### config.mk
export PLATFORM = sky130hd
export DESIGN_NAME = kbd_mmio_ctrl
export DESIGN_NICKNAME = d
export VERILOG_FILES = /design/src/rtl/kbd_mmio_ctrl_pkg.sv /design/src/rtl/kbd_mmio_ctrl_fifo.sv /design/src/rtl/kbd_mmio_ctrl.sv
export SDC_FILE = /design/constraint.sdc
export NUM_CORES = 1
export LEC_CHECK = 0
export ABC_AREA = 1
export CORE_ASPECT_RATIO = 0.7
export CORE_MARGIN = 2
export CORE_UTILIZATION = 50
export DETAILED_ROUTE_END_ITERATION = 10
export GPL_ROUTABILITY_DRIVEN = 0
export PLACE_DENSITY = 0.81
export SLEW_MARGIN = 10
export SYNTH_ARGS = -nofsm -noshare
export SYNTH_HDL_FRONTEND = slang
export SYNTH_SLANG_ARGS = --single-unit
### constraint.sdc
create_clock -name clk -period 3.4 [get_ports clk]
set_input_delay 0.51 -clock clk [delete_from_list [all_inputs] [get_ports clk]]
set_output_delay 0.51 -clock clk [all_outputs]
set_load 0.02 [all_outputs]
### src/rtl/kbd_mmio_ctrl_pkg.sv
// Shared constants and types for the memory-mapped keyboard controller.
package kbd_mmio_ctrl_pkg;
    localparam int WORD_SIZE  = 16;
    localparam int ASCII_SIZE = 8;

    localparam logic [WORD_SIZE-1:0] KEYBOARD_ADD      = 16'hFFF0;
    localparam logic [WORD_SIZE-1:0] KEYBOARD_STAT_ADD = KEYBOARD_ADD + 16'd1;

    localparam int KBD_STAT_OVF_BIT = 8;
    localparam int KBD_STAT_ERR_BIT = 9;
    localparam int KBD_STAT_NE_BIT  = 10;

    typedef enum logic {
        KBD_IDLE = 1'b0,
        KBD_ACK  = 1'b1
    } kbd_state_t;
endpackage

### src/rtl/kbd_mmio_ctrl_fifo.sv
// Synchronous character FIFO; pointers carry one extra wrap bit so full and
// empty are distinguishable without a separate counter.
module kbd_char_fifo #(
    parameter int DEPTH = 8,
    parameter int DW    = 8,
    localparam int AW   = $clog2(DEPTH)
) (
    input  logic          clk,
    input  logic          rst,
    input  logic          push,
    input  logic          pop,
    input  logic [DW-1:0] din,
    output logic [DW-1:0] dout,
    output logic          full,
    output logic          empty,
    output logic [AW:0]   count
);
    logic [DW-1:0] mem_q [DEPTH];
    logic [AW:0]   wr_ptr_q;
    logic [AW:0]   rd_ptr_q;
    logic          do_push_s;
    logic          do_pop_s;

    // A pop frees a slot in the same cycle, so a push into a full FIFO still lands.
    always_comb begin
        do_pop_s  = pop && !empty;
        do_push_s = push && (!full || do_pop_s);
    end

    assign empty = (wr_ptr_q == rd_ptr_q);
    assign full  = (wr_ptr_q[AW] != rd_ptr_q[AW]) &&
                   (wr_ptr_q[AW-1:0] == rd_ptr_q[AW-1:0]);
    assign count = wr_ptr_q - rd_ptr_q;
    assign dout  = mem_q[rd_ptr_q[AW-1:0]];

    // Storage array; contents are don't-care until written.
    always_ff @(posedge clk) begin
        if (do_push_s) begin
            mem_q[wr_ptr_q[AW-1:0]] <= din;
        end
    end

    // Read and write pointers.
    always_ff @(posedge clk or posedge rst) begin
        if (rst) begin
            wr_ptr_q <= '0;
            rd_ptr_q <= '0;
        end else begin
            if (do_push_s) wr_ptr_q <= wr_ptr_q + (AW+1)'(1);
            if (do_pop_s)  rd_ptr_q <= rd_ptr_q + (AW+1)'(1);
        end
    end
endmodule

### src/rtl/kbd_mmio_ctrl.sv
// Keyboard controller: synchronizes the PS/2 strobes, buffers characters and
// answers CPU reads of the data and status addresses with a one-cycle ack.
module kbd_mmio_ctrl
    import kbd_mmio_ctrl_pkg::*;
#(
    parameter int                   DEPTH     = 8,
    parameter logic [WORD_SIZE-1:0] DATA_ADDR = KEYBOARD_ADD,
    parameter logic [WORD_SIZE-1:0] STAT_ADDR = KEYBOARD_STAT_ADD
) (
    input  logic                  clk,
    input  logic                  rst,
    input  logic                  key_valid,
    input  logic [ASCII_SIZE-1:0] key_code,
    input  logic                  key_error,
    input  logic [WORD_SIZE-1:0]  bus_addr,
    input  logic                  bus_rd,
    output logic [WORD_SIZE-1:0]  bus_rd_data,
    output logic                  bus_rd_ack,
    output logic                  kbd_irq
);
    localparam int CNT_W = $clog2(DEPTH) + 1;

    kbd_state_t            state_q;
    logic [2:0]            kv_sync_q;
    logic [2:0]            ke_sync_q;
    logic                  ovf_flag_q, ovf_flag_d;
    logic                  err_flag_q, err_flag_d;
    logic                  ack_q;
    logic [WORD_SIZE-1:0]  rd_data_q;
    logic                  irq_q;

    logic                  push_s, pop_s, rd_take_s, data_rd_s, stat_rd_s;
    logic                  fifo_full_s, fifo_empty_s;
    logic [ASCII_SIZE-1:0] fifo_dout_s;
    logic [CNT_W-1:0]      fifo_count_s;
    logic [WORD_SIZE-1:0]  stat_word_s;
    logic [WORD_SIZE-1:0]  data_word_s;

    kbd_char_fifo #(.DEPTH(DEPTH), .DW(ASCII_SIZE)) u_fifo (
        .clk   (clk),
        .rst   (rst),
        .push  (push_s),
        .pop   (pop_s),
        .din   (key_code),
        .dout  (fifo_dout_s),
        .full  (fifo_full_s),
        .empty (fifo_empty_s),
        .count (fifo_count_s)
    );

    // Two synchronizer stages plus one history stage for rising-edge detection.
    always_ff @(posedge clk or posedge rst) begin
        if (rst) begin
            kv_sync_q <= 3'b000;
            ke_sync_q <= 3'b000;
        end else begin
            kv_sync_q <= {kv_sync_q[1:0], key_valid};
            ke_sync_q <= {ke_sync_q[1:0], key_error};
        end
    end

    // Read decode, response words and sticky-flag next state (set beats clear).
    always_comb begin
        push_s    = kv_sync_q[1] && !kv_sync_q[2];
        rd_take_s = (state_q == KBD_IDLE) && bus_rd &&
                    ((bus_addr == DATA_ADDR) || (bus_addr == STAT_ADDR));
        data_rd_s = rd_take_s && (bus_addr == DATA_ADDR);
        stat_rd_s = rd_take_s && (bus_addr == STAT_ADDR);
        pop_s     = data_rd_s && !fifo_empty_s;

        data_word_s = fifo_empty_s ? '0 : WORD_SIZE'(fifo_dout_s);

        stat_word_s                   = '0;
        stat_word_s[CNT_W-1:0]        = fifo_count_s;
        stat_word_s[KBD_STAT_OVF_BIT] = ovf_flag_q;
        stat_word_s[KBD_STAT_ERR_BIT] = err_flag_q;
        stat_word_s[KBD_STAT_NE_BIT]  = !fifo_empty_s;

        if (push_s && fifo_full_s && !pop_s) begin
            ovf_flag_d = 1'b1;
        end else if (stat_rd_s) begin
            ovf_flag_d = 1'b0;
        end else begin
            ovf_flag_d = ovf_flag_q;
        end

        if (ke_sync_q[1] && !ke_sync_q[2]) begin
            err_flag_d = 1'b1;
        end else if (stat_rd_s) begin
            err_flag_d = 1'b0;
        end else begin
            err_flag_d = err_flag_q;
        end
    end

    // Sticky flags and interrupt, all registered.
    always_ff @(posedge clk or posedge rst) begin
        if (rst) begin
            ovf_flag_q <= 1'b0;
            err_flag_q <= 1'b0;
            irq_q      <= 1'b0;
        end else begin
            ovf_flag_q <= ovf_flag_d;
            err_flag_q <= err_flag_d;
            irq_q      <= !fifo_empty_s;
        end
    end

    // Bus FSM: response captured on acceptance, presented for one ACK cycle.
    always_ff @(posedge clk or posedge rst) begin
        if (rst) begin
            state_q   <= KBD_IDLE;
            ack_q     <= 1'b0;
            rd_data_q <= '0;
        end else begin
            case (state_q)
                KBD_IDLE: begin
                    if (rd_take_s) begin
                        state_q   <= KBD_ACK;
                        ack_q     <= 1'b1;
                        rd_data_q <= data_rd_s ? data_word_s : stat_word_s;
                    end else begin
                        ack_q     <= 1'b0;
                        rd_data_q <= '0;
                    end
                end
                KBD_ACK: begin
                    state_q   <= KBD_IDLE;
                    ack_q     <= 1'b0;
                    rd_data_q <= '0;
                end
                default: begin
                    state_q   <= KBD_IDLE;
                    ack_q     <= 1'b0;
                    rd_data_q <= '0;
                end
            endcase
        end
    end

    assign bus_rd_ack  = ack_q;
    assign bus_rd_data = rd_data_q;
    assign kbd_irq     = irq_q;
endmodule

==> results.md <==
* Routing usage on met1 at 27.6%
* CP Launch Type: flip-flop
* Fillers at 615
* Routed len/inst at 15.7 um
* Proportion of layout cells with a drive suffix above 1 at 9.93%
* WL final at 8.23 mm
* Largest net degree at the start of global routing at 37
* Tmin final at 2.72 ns
* Layout net count at 453
* Proportion of synthesized area in mux cells at 0%
* RSZ-0062 raised after global routing: no
* Multi-input logic area at 1130 sq um
* Area of the core at 7800 sq um
* Post-synthesis sequential area ratio at 66.2%
* Worst-path cell chain: clkinv_1, ha_1, nand3_1, nor2_1, nand2_2, nand2_2, nor2_1
* Hold buffers post-CTS at 0
* Die area at 8740 sq um
* Complex-gate fraction of the synthesized area at 6.32%
* Grt met3 use at 7.02%
* Fin. max-slew vios at 0
* CP arrival at 2.69 ns
* Main combinational cell family by area after synthesis: simple AND/OR/NAND/NOR gates
* Fin Setup TNS at 0 ns
* Register area at 2650 sq um
* # DRC at 0
* Yosys cell types at 30
* Clock sinks at 93
* Slowest stage delay, CP at 0.70 ns
* Num CTS Buffers at 9
* Synth Instances at 370
* CTS tree: yes
* Crit-path max FO at 11
* Port Buffers at 41
* Adder-Cell Fraction of Synth Area at 2.07%
* Vias per cell at 5.14
* Critical Path Sink Type: flip-flop
* Overflow left after global routing at 0
* Clk_lat worst skew at 0.34 ns
* Height of the chip at 78.8 um
* Synth Area in Simple Gates at 17.8%
* Gr usage total at 20.6%
* Status: finished clean
* Commonest non-fill, non-tap cell in the layout: nand2_1
* First-pass GRT wire length at 13.8 mm
* Most frequent cells in the layout: nand2_1 (100), edfxtp_1 (64), clkdlybuf4s50_1 (41)
* Chip width at 111 um
* Cell area after synthesis at 4000 sq um
* Peak VDD IR at 322 uV
* Clock transition at path regs at 0.06 ns
* CTS Buffer Depth at 2
* Cts repair resizes at 0
* Syn_area_per_cell at 10.8 sq um
* Initial antenna violation count at 0
* Final Setup Violations at 0
* CP Class: reg -> reg
* Post-CTS Setup Inserts at 0
* First-pass DRT Iterations at 5
* Fmax at 367 MHz
* Most crowded layer after global routing: met2
* Initial drt markers at 264
* Lkg Pwr at 0.00198 uW
* CP Buf/Inv Count at 1
* Data required time of the worst path at 3.37 ns
* Family with the most delay on the worst path: simple AND/OR/NAND/NOR gates
* Layout Skew at 0.00458 ns
* H-tree levels at 3
* Diodes inserted at 0
* Num rows at 27
* Worst-margin pin slew at 0.855 ns
* Pwr Density at 563 nW/um^2
* Hold Vio Cnt, Final at 0
* IO Pins at 47
* Starting density of the core at 51.2%
* XOR/XNOR Fraction of Synth Area at 1.50%
* Vias in the first global route at 2746
* Hold Path Class: reg -> reg
* Detailed placer's ending HPWL at 5.38 mm
* P&R area growth vs syn at 20.1%
* Total Power at 2700 uW
* #FFs+latches synth at 93
* Vias at 2691
* Synth warn at 0
* Worst path slowest cell: nor2_1
* Max Cap Viol at 0
* Grt met2 use at 32.2%
* Final period util at 80.1%
* Clk root buf: clkbuf_16
* Relative slew slack at 42.8%
* Final antenna-violating net count at 0
worst register-to-register path, stage by stage (launching register included):
cell	delay, ns
dfrtp_1	0.60
clkinv_1	0.18
ha_1	0.38
nand3_1	0.14
nor2_1	0.09
nand2_2	0.12
nand2_2	0.14
nor2_1	0.70
where the power goes:
group	switching, uW	total, uW	internal [uW]
Combinational	221	357	136
Clock	426	1000	574
Sequential	51.4	1350	1300
Total	698	2700	2010
synth_stat cells:
library cell	instances	area, sq um
nor2_4	3	33.8
buf_2	6	30.0
dfrtp_1	29	726
nor2_2	3	18.8
xor2_1	3	26.3
a21oi_1	6	30.0
nand3_4	1	17.5
o21ai_0	26	130
inv_2	2	7.51
buf_4	9	67.6
fa_1	1	20.0
nand2_2	4	25.0
nand2_1	100	375
nor3_1	4	20.0
xnor2_1	2	17.5
ha_1	5	62.6
xnor2_2	1	16.3
clkinv_1	2	7.51
nand3_1	14	70.1
clkbuf_1	1	3.75
edfxtp_1	64	1920
inv_1	30	113
o21ai_1	2	10.0
buf_6	1	11.3
nand4_1	1	6.26
nand3_2	1	10.0
o22ai_1	9	56.3
a21oi_2	3	26.3
conb_1	1	3.75
nor2_1	36	135
registers in the layout (all words and copies together) (netlist names):
name,cells
err_flag_q,1
kv_sync_q,3
kbd_irq,1
u_fifo.wr_ptr_q,4
u_fifo.rd_ptr_q,4
ovf_flag_q,1
u_fifo.mem_q,64
ke_sync_q,3
bus_rd_data,11
bus_rd_ack,1
worst paths after layout:
| kind | from | endpoint | slack (ns) | cells after the start |
|---|---|---|---|---|
| setup reg to reg | u_fifo.rd_ptr_q[2] | u_fifo.mem_q[7][1] | 0.68 | 7 |
| min in group asynchronous | rst | kv_sync_q[0] | 0.56 | 3 |
| hold reg to reg | ke_sync_q[0] | ke_sync_q[1] | 0.35 | 0 |
| setup / recovery | u_fifo.rd_ptr_q[2] | u_fifo.mem_q[7][1] | 0.68 | 7 |
| hold / removal | ke_sync_q[0] | ke_sync_q[1] | 0.35 | 0 |
| max in group asynchronous | rst | bus_rd_data[1] | 2.56 | 3 |
logic make-up (layout without fill, tap and decap cells):
group,after synthesis,count (layout)
simple gates,167,167
flops,93,93
buf+inv,51,100
compound gates,46,46
fa+ha+maj,6,6
xor+xnor,6,6
other cells,1,5
metal layers:
metal / up-vias / share of wire (%)
met5: - / 0
met4: 0 / 1.4
met3: 15 / 8.7
met2: 110 / 46
met1: 1261 / 44
li1: 1305 / -
cell type report:
cell class                      instances  share of cell area (%)
Multi-Input combinational cell        230                    23.4
Clock buffer                            9                    4.69
Inverter                               34                    2.66
Sequential cell                        93                    55.1
Timing Repair Buffer                   50                    9.95
Clock inverter                          7                    1.51
Tap cell                              101                    2.63
stage by stage:
step           area (sq um)  util (%)  setup slack [ns]  cells  hold WS (ns)
3_3_place_gp           4510      57.7             0.661    508         0.334
6_report               4800      61.6             0.678    524         0.353
2_1_floorplan          4010         -             0.853    374         0.331
3_5_place_dp           4510      57.7             0.607    508         0.339
5_1_grt                4800      61.6             0.558    524         0.366
4_1_cts                4800      61.6             0.717    524         0.355
Power figures use the tool's default switching activity.
